$ cat config.mk
export PLATFORM = sky130hd
export DESIGN_NAME = memory_compression_bank
export DESIGN_NICKNAME = d
export VERILOG_FILES = /design/src/rtl/memory_compression_pkg.sv /design/src/rtl/memory_compression_encoder.sv /design/src/rtl/memory_compression_bank.sv
export SDC_FILE = /design/constraint.sdc
export NUM_CORES = 1
export LEC_CHECK = 0
export ABC_CLOCK_PERIOD_IN_PS = 4150
export CELL_PAD_IN_SITES_DETAIL_PLACEMENT = 1
export CELL_PAD_IN_SITES_GLOBAL_PLACEMENT = 2
export CORE_MARGIN = 2
export CORE_UTILIZATION = 35
export CTS_BUF_LIST = sky130_fd_sc_hd__clkbuf_8
export DETAILED_ROUTE_END_ITERATION = 8
export PLACE_DENSITY_LB_ADDON = 0.08
export SLEW_MARGIN = 40
export SYNTH_ARGS = -nofsm -noshare
export SYNTH_HDL_FRONTEND = slang
export SYNTH_SLANG_ARGS = --single-unit
export TNS_END_PERCENT = 5
$ cat constraint.sdc
create_clock -name clk -period 4.15 [get_ports clk]
set_input_delay 0.83 -clock clk [delete_from_list [all_inputs] [get_ports clk]]
set_output_delay 0.83 -clock clk [all_outputs]
set_load 0.005 [all_outputs]
$ cat src/rtl/memory_compression_pkg.sv
// Shared types and compression helpers for the lossy compressed memory bank and
// any other store that keeps only the upper bits of a word.
package memory_compression_pkg;

  typedef enum logic {
    CLEAR = 1'b0,
    READY = 1'b1
  } state_e;

  localparam logic CMP_TRUNC = 1'b0;
  localparam logic CMP_ROUND = 1'b1;

  // Widest uncompressed word the helpers handle; callers zero-extend into this.
  localparam int unsigned MAX_W = 64;

  // Keeps the upper cbw bits of a bw-bit word. Round mode adds the first dropped bit,
  // saturating at all ones instead of wrapping to zero.
  function automatic logic [MAX_W-1:0] compress(input logic [MAX_W-1:0] data,
                                                input logic             mode,
                                                input int unsigned      bw,
                                                input int unsigned      cbw);
    logic [MAX_W-1:0] upper;
    logic [MAX_W-1:0] ones;
    logic             rnd;
    ones  = (MAX_W'(1) << cbw) - MAX_W'(1);
    upper = (data >> (bw - cbw)) & ones;
    rnd   = ((data >> (bw - cbw - 1)) & MAX_W'(1)) != '0;
    if (mode == CMP_ROUND && rnd && upper != ones) begin
      upper = upper + MAX_W'(1);
    end
    return upper;
  endfunction

  // Re-expands a stored word to bw bits with the dropped low bits as zeros.
  function automatic logic [MAX_W-1:0] decompress(input logic [MAX_W-1:0] word,
                                                  input int unsigned      bw,
                                                  input int unsigned      cbw);
    return word << (bw - cbw);
  endfunction

endpackage

$ cat src/rtl/memory_compression_encoder.sv
// Combinational truncate / round-and-saturate compressor, BW bits down to COMPRESS_BW.
module memory_compression_encoder
  import memory_compression_pkg::*;
#(
  parameter int unsigned BW          = 16,
  parameter int unsigned COMPRESS_BW = 8
) (
  input  logic [BW-1:0]          data,
  input  logic                   mode,
  output logic [COMPRESS_BW-1:0] word
);

  always_comb begin
    word = COMPRESS_BW'(compress(MAX_W'(data), mode, BW, COMPRESS_BW));
  end

endmodule

$ cat src/rtl/memory_compression_bank.sv
// Lossy scratch store: compressed array with valid bits, clear sweep and 2-stage read.
// Optional per-entry even parity and rd_perr output: MEMORY_COMPRESSION_BANK_PARITY_EN.
module memory_compression_bank
  import memory_compression_pkg::*;
#(
  parameter int unsigned BW          = 16,
  parameter int unsigned COMPRESS_BW = 8,
  parameter int unsigned MW          = 16,
  parameter int unsigned AW          = $clog2(MW)
) (
  input  logic          clk,
  input  logic          rst,
  input  logic          clr_req,
  input  logic          wr_en,
  input  logic [AW-1:0] wr_addr,
  input  logic [BW-1:0] wr_data,
  input  logic          wr_mode,
  output logic          wr_ready,
  input  logic          rd_en,
  input  logic [AW-1:0] rd_addr,
  output logic [BW-1:0] rd_data,
  output logic          rd_valid,
  output logic          rd_hit,
  output logic          busy
`ifdef MEMORY_COMPRESSION_BANK_PARITY_EN
  ,
  output logic          rd_perr
`endif
);

  state_e                 state;
  logic [AW-1:0]          sweep_cnt;
  logic [COMPRESS_BW-1:0] mem [MW];
  logic [MW-1:0]          vld;
  logic [COMPRESS_BW-1:0] enc_word;
  logic                   wr_fire;
  logic                   rd_fire;

  logic                   s1_valid;
  logic [COMPRESS_BW-1:0] s1_word;
  logic                   s1_hit;

  assign wr_fire = (state == READY) && wr_en;
  assign rd_fire = (state == READY) && rd_en;

  memory_compression_encoder #(
    .BW          (BW),
    .COMPRESS_BW (COMPRESS_BW)
  ) u_encoder (
    .data (wr_data),
    .mode (wr_mode),
    .word (enc_word)
  );

  // wr_ready and busy are registered alongside state so they mirror it exactly.
  always_ff @(posedge clk or negedge rst) begin
    if (!rst) begin
      state     <= CLEAR;
      sweep_cnt <= '0;
      wr_ready  <= 1'b0;
      busy      <= 1'b1;
    end else begin
      unique case (state)
        CLEAR: begin
          if (sweep_cnt == AW'(MW - 1)) begin
            sweep_cnt <= '0;
            state     <= READY;
            wr_ready  <= 1'b1;
            busy      <= 1'b0;
          end else begin
            sweep_cnt <= sweep_cnt + AW'(1);
          end
        end
        READY: begin
          if (clr_req) begin
            state    <= CLEAR;
            wr_ready <= 1'b0;
            busy     <= 1'b1;
          end
        end
      endcase
    end
  end

  // The array is never reset; the sweep is the only way entries return to zero.
  always_ff @(posedge clk) begin
    if (state == CLEAR) begin
      mem[sweep_cnt] <= '0;
      vld[sweep_cnt] <= 1'b0;
    end else if (wr_fire) begin
      mem[wr_addr] <= enc_word;
      vld[wr_addr] <= 1'b1;
    end
  end

  // Stage 1 samples the array before this edge's write lands: read-before-write.
  always_ff @(posedge clk or negedge rst) begin
    if (!rst) begin
      s1_valid <= 1'b0;
      s1_word  <= '0;
      s1_hit   <= 1'b0;
      rd_valid <= 1'b0;
      rd_data  <= '0;
      rd_hit   <= 1'b0;
    end else begin
      s1_valid <= rd_fire;
      if (rd_fire) begin
        s1_word <= mem[rd_addr];
        s1_hit  <= vld[rd_addr];
      end
      rd_valid <= s1_valid;
      if (s1_valid) begin
        rd_data <= BW'(decompress(MAX_W'(s1_word), BW, COMPRESS_BW));
        rd_hit  <= s1_hit;
      end
    end
  end

`ifdef MEMORY_COMPRESSION_BANK_PARITY_EN
  logic [MW-1:0] par;
  logic          s1_par;

  always_ff @(posedge clk) begin
    if (state == CLEAR) begin
      par[sweep_cnt] <= 1'b0;
    end else if (wr_fire) begin
      par[wr_addr] <= ^enc_word;
    end
  end

  // Unwritten entries hold parity 0 over a zero word, so only written hits are flagged.
  always_ff @(posedge clk or negedge rst) begin
    if (!rst) begin
      s1_par  <= 1'b0;
      rd_perr <= 1'b0;
    end else begin
      if (rd_fire) begin
        s1_par <= par[rd_addr];
      end
      rd_perr <= s1_valid && s1_hit && ((^s1_word) != s1_par);
    end
  end
`endif

endmodule

After elaboration in Yosys (flattened, before gate mapping):

Memories as Yosys holds them, arrays and structs flattened. A register that Yosys moved wholly into a read port is not among the register bits.
Index checks and enable logic that the tools add are counted.

* flip-flop bits (word level): 35
* RAM bits: 128
* input bits: 30
* output and inout port bits: 20
* logic and storage cells: 62
* memories kept: 1

* add/sub/neg operators: 2
* $lt $le $gt $ge: 5
* equality and inequality tests: 5
* multiplexer cells: 26
* bitwise operators: 4
* reduce and logical (&&, ||, !) cells: 9

Memory list
* mem: depth 16, width 8, rd ports 1, clocked after memory_dff 1, write ports 1, RTL line memory_compression_bank.sv:33 `logic [COMPRESS_BW-1:0] mem [MW];`

Operators by type and width (count)
* two-way mux 16 bit: 2
* AND 16 bit: 1
* two-way mux 8 bit: 2
* NOT 16 bit: 1
* OR 16 bit: 1
* less-than comparator 4 x 5 -> 1 bit, second input constant: 3
* two-way mux 1 bit: 14
* adder 8 x 1 -> 8 bit, second input constant: 1
* demux 1 bit (select 4 bit): 2
* greater-or-equal comparator 4 x 1 -> 1 bit, second input constant: 2
* two-way mux 4 bit: 2
* inequality test 8 bit, second input constant: 1
* OR reduction 8 bit: 1
* logical AND 1 bit: 6
* case mux 1 bit (2 select lines): 3
* adder 4 x 1 -> 4 bit, second input constant: 1
* binary-select mux 1 bit (select 4 bit): 1
* equality test 4 bit, second input constant: 1
* inequality test 2 bit, second input constant: 2
* inequality test 2 x 1 -> 1 bit, second input constant: 1
* AND reduction 2 bit: 1
* logical NOT 1 bit: 1
* NOT 1 bit: 1

Depth between registers and ports, before layout:

Gate-level depths: netlist (run 1).

* depth in word-level cells: 7
* depth in mapped cells: 6
* mapped depth without buffers: 5

By module:

A second synthesis (run 1) with hierarchy kept.

* cells, all modules: 543
* area, all modules: 7449.6 sq um

By module, submodules not included
* memory_compression_bank: instances 1, cells an instance 511, area each 7252.0 sq um, seq. area each 5001.0 sq um
* memory_compression_encoder: instances 1, cells an instance 32, area each 197.7 sq um, seq. area each 0.0 sq um

Worst setup path after synthesis (run 1):

OpenSTA, ideal clock, no wires.

* path kind: input port to flip-flop
* from: input wr_data[8]
* to: memory mem[0][5] (data pin)
* library setup time: 291 ps
* data arrival time: 2399 ps
* required time: 3859 ps
* path slack: 1460 ps
* stages on the path: 6
* buffers on the path: 1
* cells stage by stage: ha_1 nand2_1 o311ai_2 buf_2 or3_2 a21oi_1

* cells in the longest elaborated chain, start to end: 4
* elaborated cells on any way between the ends: 5
* those cells by class: add/sub (1); eq/ne (1); mux (2); reduce/logical (1)

RTL lines
* from (decl): RTL line memory_compression_bank.sv:16 `input logic [BW-1:0] wr_data,`
* parallel branches: the longest is 2 deep, another holds adder 8 x 1 -> 8 bit
* two-way mux 8 bit (*): RTL line memory_compression_pkg.sv:28 `if (mode == CMP_ROUND && rnd && upper != ones) begin`
* two-way mux 8 bit (no line) (*)
* to (decl): RTL line memory_compression_bank.sv:33

Mark *: on every way between the ends.

Final worst setup path (run 1):

* from: input wr_data[8]
* to: memory mem[13][5] (data pin)

Same word-level chain as after synthesis.

==> run summary, run 1 <==
Worst setup path category: input port to register. The uppermost layer routed is met4. The clock network accounts for 23.3% of the total power.

In this run, post-CTS repair resized a total of 0 instances. For the final setup violation count, the log shows 0. The count of input and output buffers works out to 34. The tools report the worst hold-check slack as 0.484 ns. The logs give 8.70 mm for the wire length on met2 and 0 ns for the setup TNS.

Yosys mapped a number of flops with a built-in enable equal to 144. Clock latency of the later-clocked register in the worst-skew pair: 0.45 ns. The number of cells on the worst reg-to-reg path is 3.

The kind of launch point of the worst setup path was an input port. In the post-synthesis netlist, the cell with the most instances is sky130_fd_sc_hd__edfxtp_1. The endpoint arrival time on the critical path is 3.03 ns, and the count of maximum capacitance violations is 0. The critical path starts at wr_data[8].

IR analysis of the VDD net gives a maximum drop of 227 uV. The fraction of final layout cells sized beyond drive strength 1 was 12.9%; the overall track demand over capacity in global routing was 17.3%. The number of antenna violations at the first check in global routing was 0; the effective utilization at floorplan was 36.0%.

Counting I/O delays and the setup requirement, the final critical path takes 2.87 ns. The final number of hold-violating endpoints came out at 0. Setup repair after global routing left no endpoint under its margin. The startpoint of the lowest-slack hold path was s1_word[4].

The cell-internal power came out at 3.24 mW. The register bit count reported by yosys was 171. The path class of the tightest hold or removal check is register to register. Final cell count without fillers: 873. The pin slew with the least headroom to its limit was 0.823 ns. The static leakage power is 3.12 nW.

The number of top-level pins was 50. Sorting the synthesized cells by area gives the leading types as sky130_fd_sc_hd__edfxtp_1, sky130_fd_sc_hd__mux2i_1, sky130_fd_sc_hd__dfrtp_1. The length of routed wiring on met1 is 8.50 mm. Via count of the first global-routing pass: 4,563.

The dominant cell type by area after synthesis is sky130_fd_sc_hd__edfxtp_1. Once placement completed, the tool counted placed cells totaling 841. The tree built by TritonCTS fans out to 171 sinks. The net switching power figure was 1.46 mW; the iteration count of the initial detailed-routing pass was 4. Along the worst hold path, the cell count comes to 2. The logs give 0.0221 sq mm for the full die area and 0 for the buffer count from post-CTS setup fixing. For the final database, setup skew stands at 0.0132 ns. The data required time of the worst path is 4.31 ns, and the fraction of power consumed by sequential logic is 53.6%. In this run, post-CTS hold repair placed 0 buffers.

The part of the Yosys area used for sequential elements is 68.2%. The startpoint identified for the worst register-to-register timing path is state. The kind of capture point of the worst setup path is a register. The chip height works out to 149 um. TritonCTS built the clock tree. The cell area that synthesis handed to floorplanning was 0.00733 sq mm. The number of violations reported at the end of detailed-routing iteration 0 came out at 271.

The deepest clock path buffer count was 2; the switching power as a share of total power was 31.1%. The part of the power in combinational logic came out at 23.1%. The core box area was 0.0204 sq mm; the area share of the leading cell type in the synthesized netlist was 59.0%. The number of inserted filler cells in the final layout was 2,093; the top achievable clock speed was 348 MHz. For this run, the post-layout net count is 625. Compared with the post-synthesis result, the final layout area differs by 15.3%.

The first global-routing pass estimated 28.0 mm of wire. The number of clock buffers added by TritonCTS is 17. The root cell of the clock tree is sky130_fd_sc_hd__clkbuf_8. In the finished design, the share of the clock period the worst path needs comes to 69.1%. The Yosys step of the flow raised 0 warnings. The tools report the antenna cell count as 0. The count of standard-cell rows was 52. The HPWL after detailed placement is 11.9 mm. The number of routed nets with antenna violations was 0.

In the synthesized netlist the dominant register cell turns out to be sky130_fd_sc_hd__edfxtp_1. The cell count after synthesis came out at 538. The die is 149 um wide.

After synthesis, the share of flip-flops with an asynchronous set or reset is 15.8%. The tools report the final number of max-transition violations as 0. Clock-pin slew was measured on the worst setup and hold paths at 0.09 ns. For this run, design rule violations remaining after detail routing come to 0.

By count the netlist is led by sky130_fd_sc_hd__edfxtp_1, sky130_fd_sc_hd__mux2i_1, sky130_fd_sc_hd__nand2_1, sky130_fd_sc_hd__a21oi_1, sky130_fd_sc_hd__nor2_1. For the total detailed-routing wirelength, the log shows 18.0 mm. The placed instances occupy a cell area of 0.00807 sq mm.

The detailed-route wire length per cell is 20.6 um, and the post-synthesis cell type count is 35. Entering global routing, the biggest net connects 41 pins. Summing all non-filler instances in the final layout gives an area of 0.00846 sq mm. The run gives 0 as the global route total overflow. The routability-driven placement congestion ratio is 0.764. The number of vias per cell after detailed routing is 5.12.

Measured against its own limit, the worst slew margin works out to 44.9%. The run finished with clean final reports. The ratio of total power to cell area works out to 556 mW/mm^2. A synthesized cell averages 13.6 sq um. The critical-path maximum fanout came out at 16. The met3 wire length was 689 um; the number of vias after detailed routing was 4,468. CTS built an H-tree with a depth of 4.
==> cell families after synthesis <==
kind of cell             count (synthesis)  synth area share [%]
adder cells (fa/ha/maj)                  5                 0.853
AND/OR/NAND/NOR                        149                  9.30
buffers and inverters                   37                  2.51
other                                    1                0.0511
AO/OA/AOI/OAI                           90                  7.34
flip-flops                             171                  68.2
XOR/XNOR                                 2                 0.239
multiplexers                            83                  11.5
==> power by group through the flow <==
stage	clock network [mW]	registers (mW)	logic (mW)
after floorplan	0	2.48	0.668
after global placement	0	2.54	1.07
after detailed placement	0	2.57	1.10
after CTS	1.13	2.53	1.10
after global routing	1.20	2.57	1.22
final	1.09	2.52	1.09
==> layout make-up <==
class / instances / area [sq um] / area share, %
clock buffer: 19 / 262 / 3.09
clock inverter: 13 / 103 / 1.21
inverter: 6 / 22.5 / 0.266
multi-input combinational: 337 / 2210 / 26.1
sequential: 171 / 5000 / 59.1
tap: 270 / 338 / 4.00
timing repair buffer: 57 / 523 / 6.19
==> flip-flops by register name, indices dropped and copies added, names as in the netlist, 4 cells and up <==
register and cells:
mem 128, sweep_cnt 4, vld 16, rd_data 8, s1_word 8
==> critical path: stages <==
cell	delay [ns]
sky130_fd_sc_hd__clkdlybuf4s50_1	0.54
sky130_fd_sc_hd__ha_1	0.23
sky130_fd_sc_hd__nand2_1	0.13
sky130_fd_sc_hd__o311ai_4	0.53
sky130_fd_sc_hd__o21ai_0	0.21
sky130_fd_sc_hd__a21oi_2	0.56
==> through the flow <==
| stage | total power [mW] | worst slack (ns) | util, % |
|---|---|---|---|
| 2_1_floorplan | 3.14 | 1.46 | - |
| 3_3_place_gp | 3.62 | 0.342 | 39.6 |
| 3_5_place_dp | 3.66 | 0.539 | 39.6 |
| 4_1_cts | 4.76 | 1.02 | 41.4 |
| 5_1_grt | 4.99 | 1.06 | 41.5 |
| 6_report | 4.70 | 1.28 | 41.5 |
==> layout by cell type, fill, tap and decap left out, drive strengths merged, types with 2 or more instances in the layout <==
cell / n
ha: 5
a21oi: 47
conb: 8
edfxtp: 144
buf: 24
a22oi: 23
or3: 4
o21ai: 8
clkinv: 7
o31ai: 3
nor2b: 9
inv: 9
clkbuf: 19
and3: 2
clkdlybuf4s50: 33
xor2: 2
mux2i: 73
or4: 2
dfrtp: 26
nor3: 3
and2: 2
nor2: 38
nand2: 50
nand4: 7
clkinvlp: 2
a31oi: 7
nand3: 30
mux2: 10
==> routing by layer <==
metal | track usage [%] | up-vias
met5 | 0 | -
met4 | 3.81 | 0
met3 | 3.33 | 7
met2 | 28.0 | 76
met1 | 24.3 | 2278
li1 | - | 2107
==> worst paths after layout <==
kind | to | slack, ns
worst max-delay path | mem[13][5] | 1.28
worst min register to register | s1_word[4] | 0.48
worst min-delay path | s1_word[4] | 0.48
worst max register to register | mem[3][7] | 1.69
max in group asynchronous | busy | 3.04
min in group asynchronous | rd_hit | 0.79
(Power assumes the default switching activity.)
==> run 2: changes to the inputs <==
Settings changed: ABC_CLOCK_PERIOD_IN_PS 4150 to 2400.
Clock period 4.15 ns to 2.4 ns, I/O delays scaled along.
==> run 2 against run 1 <==
Compared with the run above:
- combinational power up 86%
- register-to-register slack lost 1.3 ns
- first-iteration DRC count up 6.6%
==> run summary, run 2 (synthesis results as in run 1) <==
The run finished with clean final reports. Buffers added to address setup during post-CTS repair amount to 0. The design draws 8.65 mW. The multi-input combinational cells in the finished layout cover a total of 0.00218 sq mm. The count of input and output buffers was 34; the static leakage power was 3.34 nW.

The repair_antennas step left the layout with diodes totalling 0. Pin placement for this block handled 50 I/O pins. The logs give 18.1 mm for the total detailed-routing wirelength and 0 for the remaining routing DRC violations. The run gives 0.145 ns as the setup slack after layout. The largest registers in the layout are mem: 128 flops, vld: 16 flops.

The final number of hold-violating endpoints is 0, and the via count of the first global-routing pass is 4,937. The longest clock path from root to sink contains 2 buffers. CTS built an H-tree with a depth of 4. Setup repair after global routing left no endpoint under its margin. The number of vias after detailed routing was 4,674; the part of the power in combinational logic was 23.5%. The final number of max-transition violations was 0; the normalized max-slew margin was 54.7%.

The power share of the clock group was 26.6%; the full die area was 0.0221 sq mm. The root buffer cell chosen for the clock tree is sky130_fd_sc_hd__clkbuf_8. In this run the remaining antenna-violating nets after routing total 0. The floorplan die width was 149 um; the switching power as a share of total power was 29.7%. Across the whole layout, storage elements account for 0.00500 sq mm. For the pin count of the biggest net entering global routing, the log shows 31.

After the flow finishes, the layout carries non-filler instances totaling 910. STA classifies the critical path endpoint as a register. Of all nets on the critical path, the largest fanout is 16. The ratio of total power to cell area was 977 mW/mm^2. The pin slew with the least headroom to its limit was 0.679 ns; the detailed-route wire length per cell was 19.9 um.

The number of antenna violations at the first check in global routing was 0; the number of placed instances, taps included was 878. The number of violations reported at the end of detailed-routing iteration 0 was 289; the count of maximum capacitance violations was 0. Number of inserted filler cells in the final layout: 2,098. The tools report the core box area as 0.0204 sq mm. The startpoint of the worst-slack reg-to-reg timing path was sweep_cnt[2]. Dividing the detail-routed via count by the number of cells gives 5.14.

For this run, the detailed router's first-pass iteration total came to 4. Summed over all nets, the switching power comes to 2.57 mW. The overall track demand over capacity in global routing was 17.3%.

The clock reaches the later pin of the worst-skew pair after 0.45 ns. The share of total power dissipated in sequential elements is 49.9%. The depth of the worst register-to-register path is 4. The sum of net half-perimeters after detailed placement was 12.5 mm.

The flip-flop count of the largest register, all copies and words added was 128; the cell-internal power was 6.09 mW. Across the routed clock network, the largest skew measured is 0.0170 ns. Leaving out fill and tap cells, the most frequent cells in the layout are sky130_fd_sc_hd__edfxtp_1, sky130_fd_sc_hd__mux2i_1, sky130_fd_sc_hd__buf_4. The tools report the setup TNS as 0 ns. Clock tree synthesis inserted a total of 17 buffers.

The worst hold path belongs to the class input port to async pin. The data required time of the worst path came out at 2.68 ns. The logs give 171 for the total clock sinks and 0 for the number of buffers added to fix hold violations after cts.

Setup violations remaining at the end of the flow were counted as 0. The area growth from synthesis to layout was 20.8%. The worst-case IR drop observed on VDD is 477 uV. The fraction of final layout cells sized beyond drive strength 1 came out at 17.0%. At the end of routability-driven placement, the weighted congestion stood at 0.878.

The worst register-to-register path ends at mem[6][6]. The chip height works out to 149 um. The final design utilization is 43.5%, and the top achievable clock speed is 443 MHz. The tools report the global-route wire length before repair as 28.2 mm. TritonCTS built the clock tree. The worst setup path is of the input port to register kind. The routed design could run at a clock period as short as 2.26 ns. In this run, post-CTS repair resized a total of 0 instances.

The setup slack of the most critical reg-to-reg path came out at 0.41 ns. The run gives 2.54 ns as the endpoint arrival time on the critical path. The clock-pin slew on the worst setup and hold paths came out at 0.09 ns.

For the worst-case setup slack after placement, the log shows -0.319 ns. The worst setup path is launched from an input port. The final critical path takes up 94.0% of the cycle. The initial utilization of the core area, before any placement, comes to 36.0%.

Global routing finished with a remaining overflow of 0. For the count of standard-cell rows, the log shows 52. Counting flops per register, the top entry is mem.

The most common cell after layout, fill and taps aside was sky130_fd_sc_hd__edfxtp_1. The final layout contains 662 nets.
==> run 2: how the worst max path moves through the flow <==
stage	from	endpoint	slack [ns]	depth (start not counted)
5_1_grt	wr_data[8]	mem[1][7]	0.05	9
4_1_cts	wr_data[8]	mem[1][7]	0.16	9
3_3_place_gp	wr_data[8]	mem[10][1]	-0.39	7
2_1_floorplan	wr_data[8]	mem[0][5]	0.06	6
3_5_place_dp	wr_data[8]	mem[10][7]	-0.32	9
6_report	wr_data[8]	mem[10][7]	0.14	9
==> run 2: layout make-up <==
class                      count  area share [%]
sequential                   171            56.5
multi-input combinational    337            24.6
timing repair buffer          94            9.75
tap                          270            3.81
clock buffer                  17            2.64
clock inverter                15            2.49
inverter                       6           0.254
==> run 2: metrics by stage <==
step                      cell area (sq um)  hold WS (ns)
after global routing                   8860         0.429
after CTS                              8860         0.410
after detailed placement               8400         0.470
after global placement                 8400         0.466
final                                  8860         0.426
after floorplan                        7360         0.184
==> run 2: worst max-delay path, cell delays in order <==
cell,delay (ns)
sky130_fd_sc_hd__clkdlybuf4s50_1,0.42
sky130_fd_sc_hd__ha_1,0.22
sky130_fd_sc_hd__nand2_1,0.10
sky130_fd_sc_hd__o311ai_2,0.11
sky130_fd_sc_hd__buf_4,0.17
sky130_fd_sc_hd__buf_4,0.16
sky130_fd_sc_hd__or4_1,0.49
sky130_fd_sc_hd__a21oi_1,0.15
sky130_fd_sc_hd__buf_4,0.23
==> run 2: power by group through the flow <==
| stage | Sequential [mW] | Combinational (mW) | Clock (mW) |
|---|---|---|---|
| after floorplan | 4.28 | 1.16 | 0 |
| after global placement | 4.36 | 2.02 | 0 |
| after detailed placement | 4.39 | 2.07 | 0 |
| after CTS | 4.33 | 2.07 | 2.36 |
| after global routing | 4.40 | 2.27 | 2.48 |
| final | 4.32 | 2.03 | 2.30 |
==> run 2: layer usage <==
metal	GRT usage, %	routed length (um)	vias up
met5	0	0	-
met4	3.81	189	0
met3	3.91	677	14
met2	28.8	8870	82
met1	23.4	8370	2390
li1	-	-	2188
==> run 3: changes to the inputs <==
Settings changed: CTS_BUF_LIST sky130_fd_sc_hd__clkbuf_8 to default.
==> run 3 against run 2 <==
Compared with the run above:
- cell area up 2.2%
- via count increased by 0.77%
- register-to-register slack hardly changed
- power grew 8.1%
- maximum frequency shrank 1.0%
- hold slack better by 0.032 ns
- routed wire length up 0.35%
- largest cell class unchanged
- largest power group unchanged
==> run summary, run 3 (synthesis results as in run 1) <==
At the pin with the least slew margin, the transition time is 0.674 ns. In the layout the commonest cells are sky130_fd_sc_hd__edfxtp_1, sky130_fd_sc_hd__mux2i_1, sky130_fd_sc_hd__buf_4. Largest register by flop count: mem. The number of antenna diodes in the final layout is 0.

The post-route minimum period is 2.28 ns. The run gives 2,072 as the number of inserted filler cells in the final layout. The critical-path maximum fanout is 16, and the ratio of total power to cell area is 1030 mW/mm^2. The count of maximum capacitance violations was 0.

The pin count of the biggest net entering global routing was 31; the number of nets in the finished design was 662. The logs give 0.122 ns for the setup slack after layout and 0.42 ns for the clock latency of the later-clocked register in the worst-skew pair. The detailed router placed 4,710 vias in this run. Hold repair after CTS inserted 0 buffers. Routability-driven placement finished with a final weighted congestion of 0.878.

Launching instance or port of the critical path: wr_data[8]. For the data required time of the worst path, the log shows 2.65 ns. Setup repair after global routing left no endpoint under its margin.

Relative to the synthesized area, the layout overhead comes to 23.4%. The total detailed-routing wirelength was 18.2 mm; the detailed-route wire length per cell was 20.0 um. The most common cell after layout, fill and taps aside was sky130_fd_sc_hd__edfxtp_1. Once detail routing completed, the nets flagged for antenna violations numbered 0.

The H-tree depth was 4; the via count of the first global-routing pass was 4,899. The first detailed-routing pass ran for 4 iterations. The worst setup path category was input port to register. The run gives 0 as the post-cts resize count. Based on the critical path, the design can be clocked at up to 439 MHz.

In this run the critical register-to-register path is captured at mem[6][6]. The logs give 0.00840 sq mm for the post-place instance area and 0.0221 sq mm for the full die area. The tools report the deepest clock path buffer count as 2.

The overall track demand over capacity in global routing was 17.4%. The die is 149 um wide. In this run the vertical extent of the chip is 149 um.

For the final number of hold-violating endpoints, the log shows 0. Measured on the finished design, the core utilization comes to 44.4%. The count of input and output buffers was 34. The flow ran to the end, and the final reports show no timing, DRC or antenna violations.

The core region is 0.0204 sq mm. Setup violations remaining at the end of the flow were counted as 0. The flip-flop count of the largest register, all copies and words added is 128. The tree is rooted in a sky130_fd_sc_hd__clkbuf_16. Data on the critical path arrives at its endpoint at 2.53 ns.

Clock skew on the completed layout was measured at 0.0103 ns. The final period utilization was 94.9%; the depth of the worst register-to-register path was 4. The total clock sinks is 171. For the static leakage power, the log shows 3.42 nW.

The run gives 0.40 ns as the setup slack of the most critical reg-to-reg path. The kind of launch point of the worst setup path was an input port. OpenSTA, run right after detailed placement, puts the worst setup slack at -0.319 ns. The number of CTS-inserted buffers is 17, and the count of standard-cell rows is 52. For the peak supply drop, the log shows 477 uV.

Across the whole layout, storage elements account for 0.00500 sq mm. The number of vias per cell after detailed routing was 5.18. The startpoint of the worst-slack reg-to-reg timing path was sweep_cnt[2]. The run gives 12.5 mm as the sum of net half-perimeters after detailed placement. Buffer count from post-CTS setup fixing: 0. For the global route total overflow, the log shows 0. The clock-pin slew on the worst setup and hold paths is 0.06 ns. The total non-filler cell area in the finished layout is 0.00905 sq mm.

In the final layout, the multi-input gates occupy 0.00218 sq mm. The tightest min-delay check is of the input port to async pin type. For the effective utilization at floorplan, the log shows 36.0%. Fraction of final layout cells sized beyond drive strength 1: 17.0%. Number of antenna violations at the first check in global routing: 0.

The first global-routing pass estimated 28.2 mm of wire. The final number of max-transition violations came out at 0. The number of top-level pins was 50; the remaining routing DRC violations was 0.

STA classifies the critical path endpoint as a register. The largest registers in the layout are mem: 128 flops, vld: 16 flops. Adding up every negative setup slack in the final design gives 0 ns. In this run the worst setup path terminates at mem[1][7]. TritonCTS built the clock tree. Measured against its own limit, the worst slew margin works out to 55.0%.

For this block, the initial DRC count from the detailed router was 261.
-- run 3: stage by stage --
stage | power [mW] | hold WS, ns | std cells
floorplan | 5.44 | 0.184 | 545
global placement | 6.37 | 0.466 | 878
detailed placement | 6.46 | 0.470 | 878
CTS | 9.48 | 0.455 | 910
global route | 9.86 | 0.481 | 910
finish | 9.35 | 0.458 | 910
-- run 3: worst min path at each step --
| stage | depth (start not counted) | slack [ns] | start | end |
|---|---|---|---|---|
| finish | 2 | 0.46 | rst | rd_data[11] |
| global route | 2 | 0.48 | rst | rd_data[11] |
| CTS | 2 | 0.46 | rst | rd_data[11] |
| detailed placement | 2 | 0.47 | s1_word[3] | s1_word[3] |
| global placement | 2 | 0.47 | s1_word[7] | s1_word[7] |
| floorplan | 0 | 0.18 | rst | rd_data[10] |
-- run 3: area by class of cell --
cell class,instances,share of cell area [%]
repair buffers,94,9.54
multi-input cells,337,24.1
inverters,6,0.249
clock inverters,14,2.39
well taps,270,3.73
flip-flops and latches,171,55.3
clock buffers,18,4.74
-- run 3: power breakdown --
part,total [mW],switching [mW],internal [mW]
clock,3.00,1.15,1.85
combinational,2.03,1.19,0.835
sequential,4.33,0.311,4.02
-- run 3: critical path, cell delays in order --
cell and delay, ns:
sky130_fd_sc_hd__clkdlybuf4s50_1 0.42, sky130_fd_sc_hd__ha_1 0.22, sky130_fd_sc_hd__nand2_1 0.10, sky130_fd_sc_hd__o311ai_2 0.11
sky130_fd_sc_hd__buf_4 0.17, sky130_fd_sc_hd__buf_4 0.16, sky130_fd_sc_hd__or4_1 0.49, sky130_fd_sc_hd__a21oi_1 0.15
sky130_fd_sc_hd__buf_4 0.22
-- run 3: layer usage --
layer	global-route usage [%]	vias up	routed length, um
li1	-	2200	-
met1	23.4	2395	8290
met2	28.9	94	8930
met3	3.27	21	699
met4	4.90	0	244
met5	0	-	0
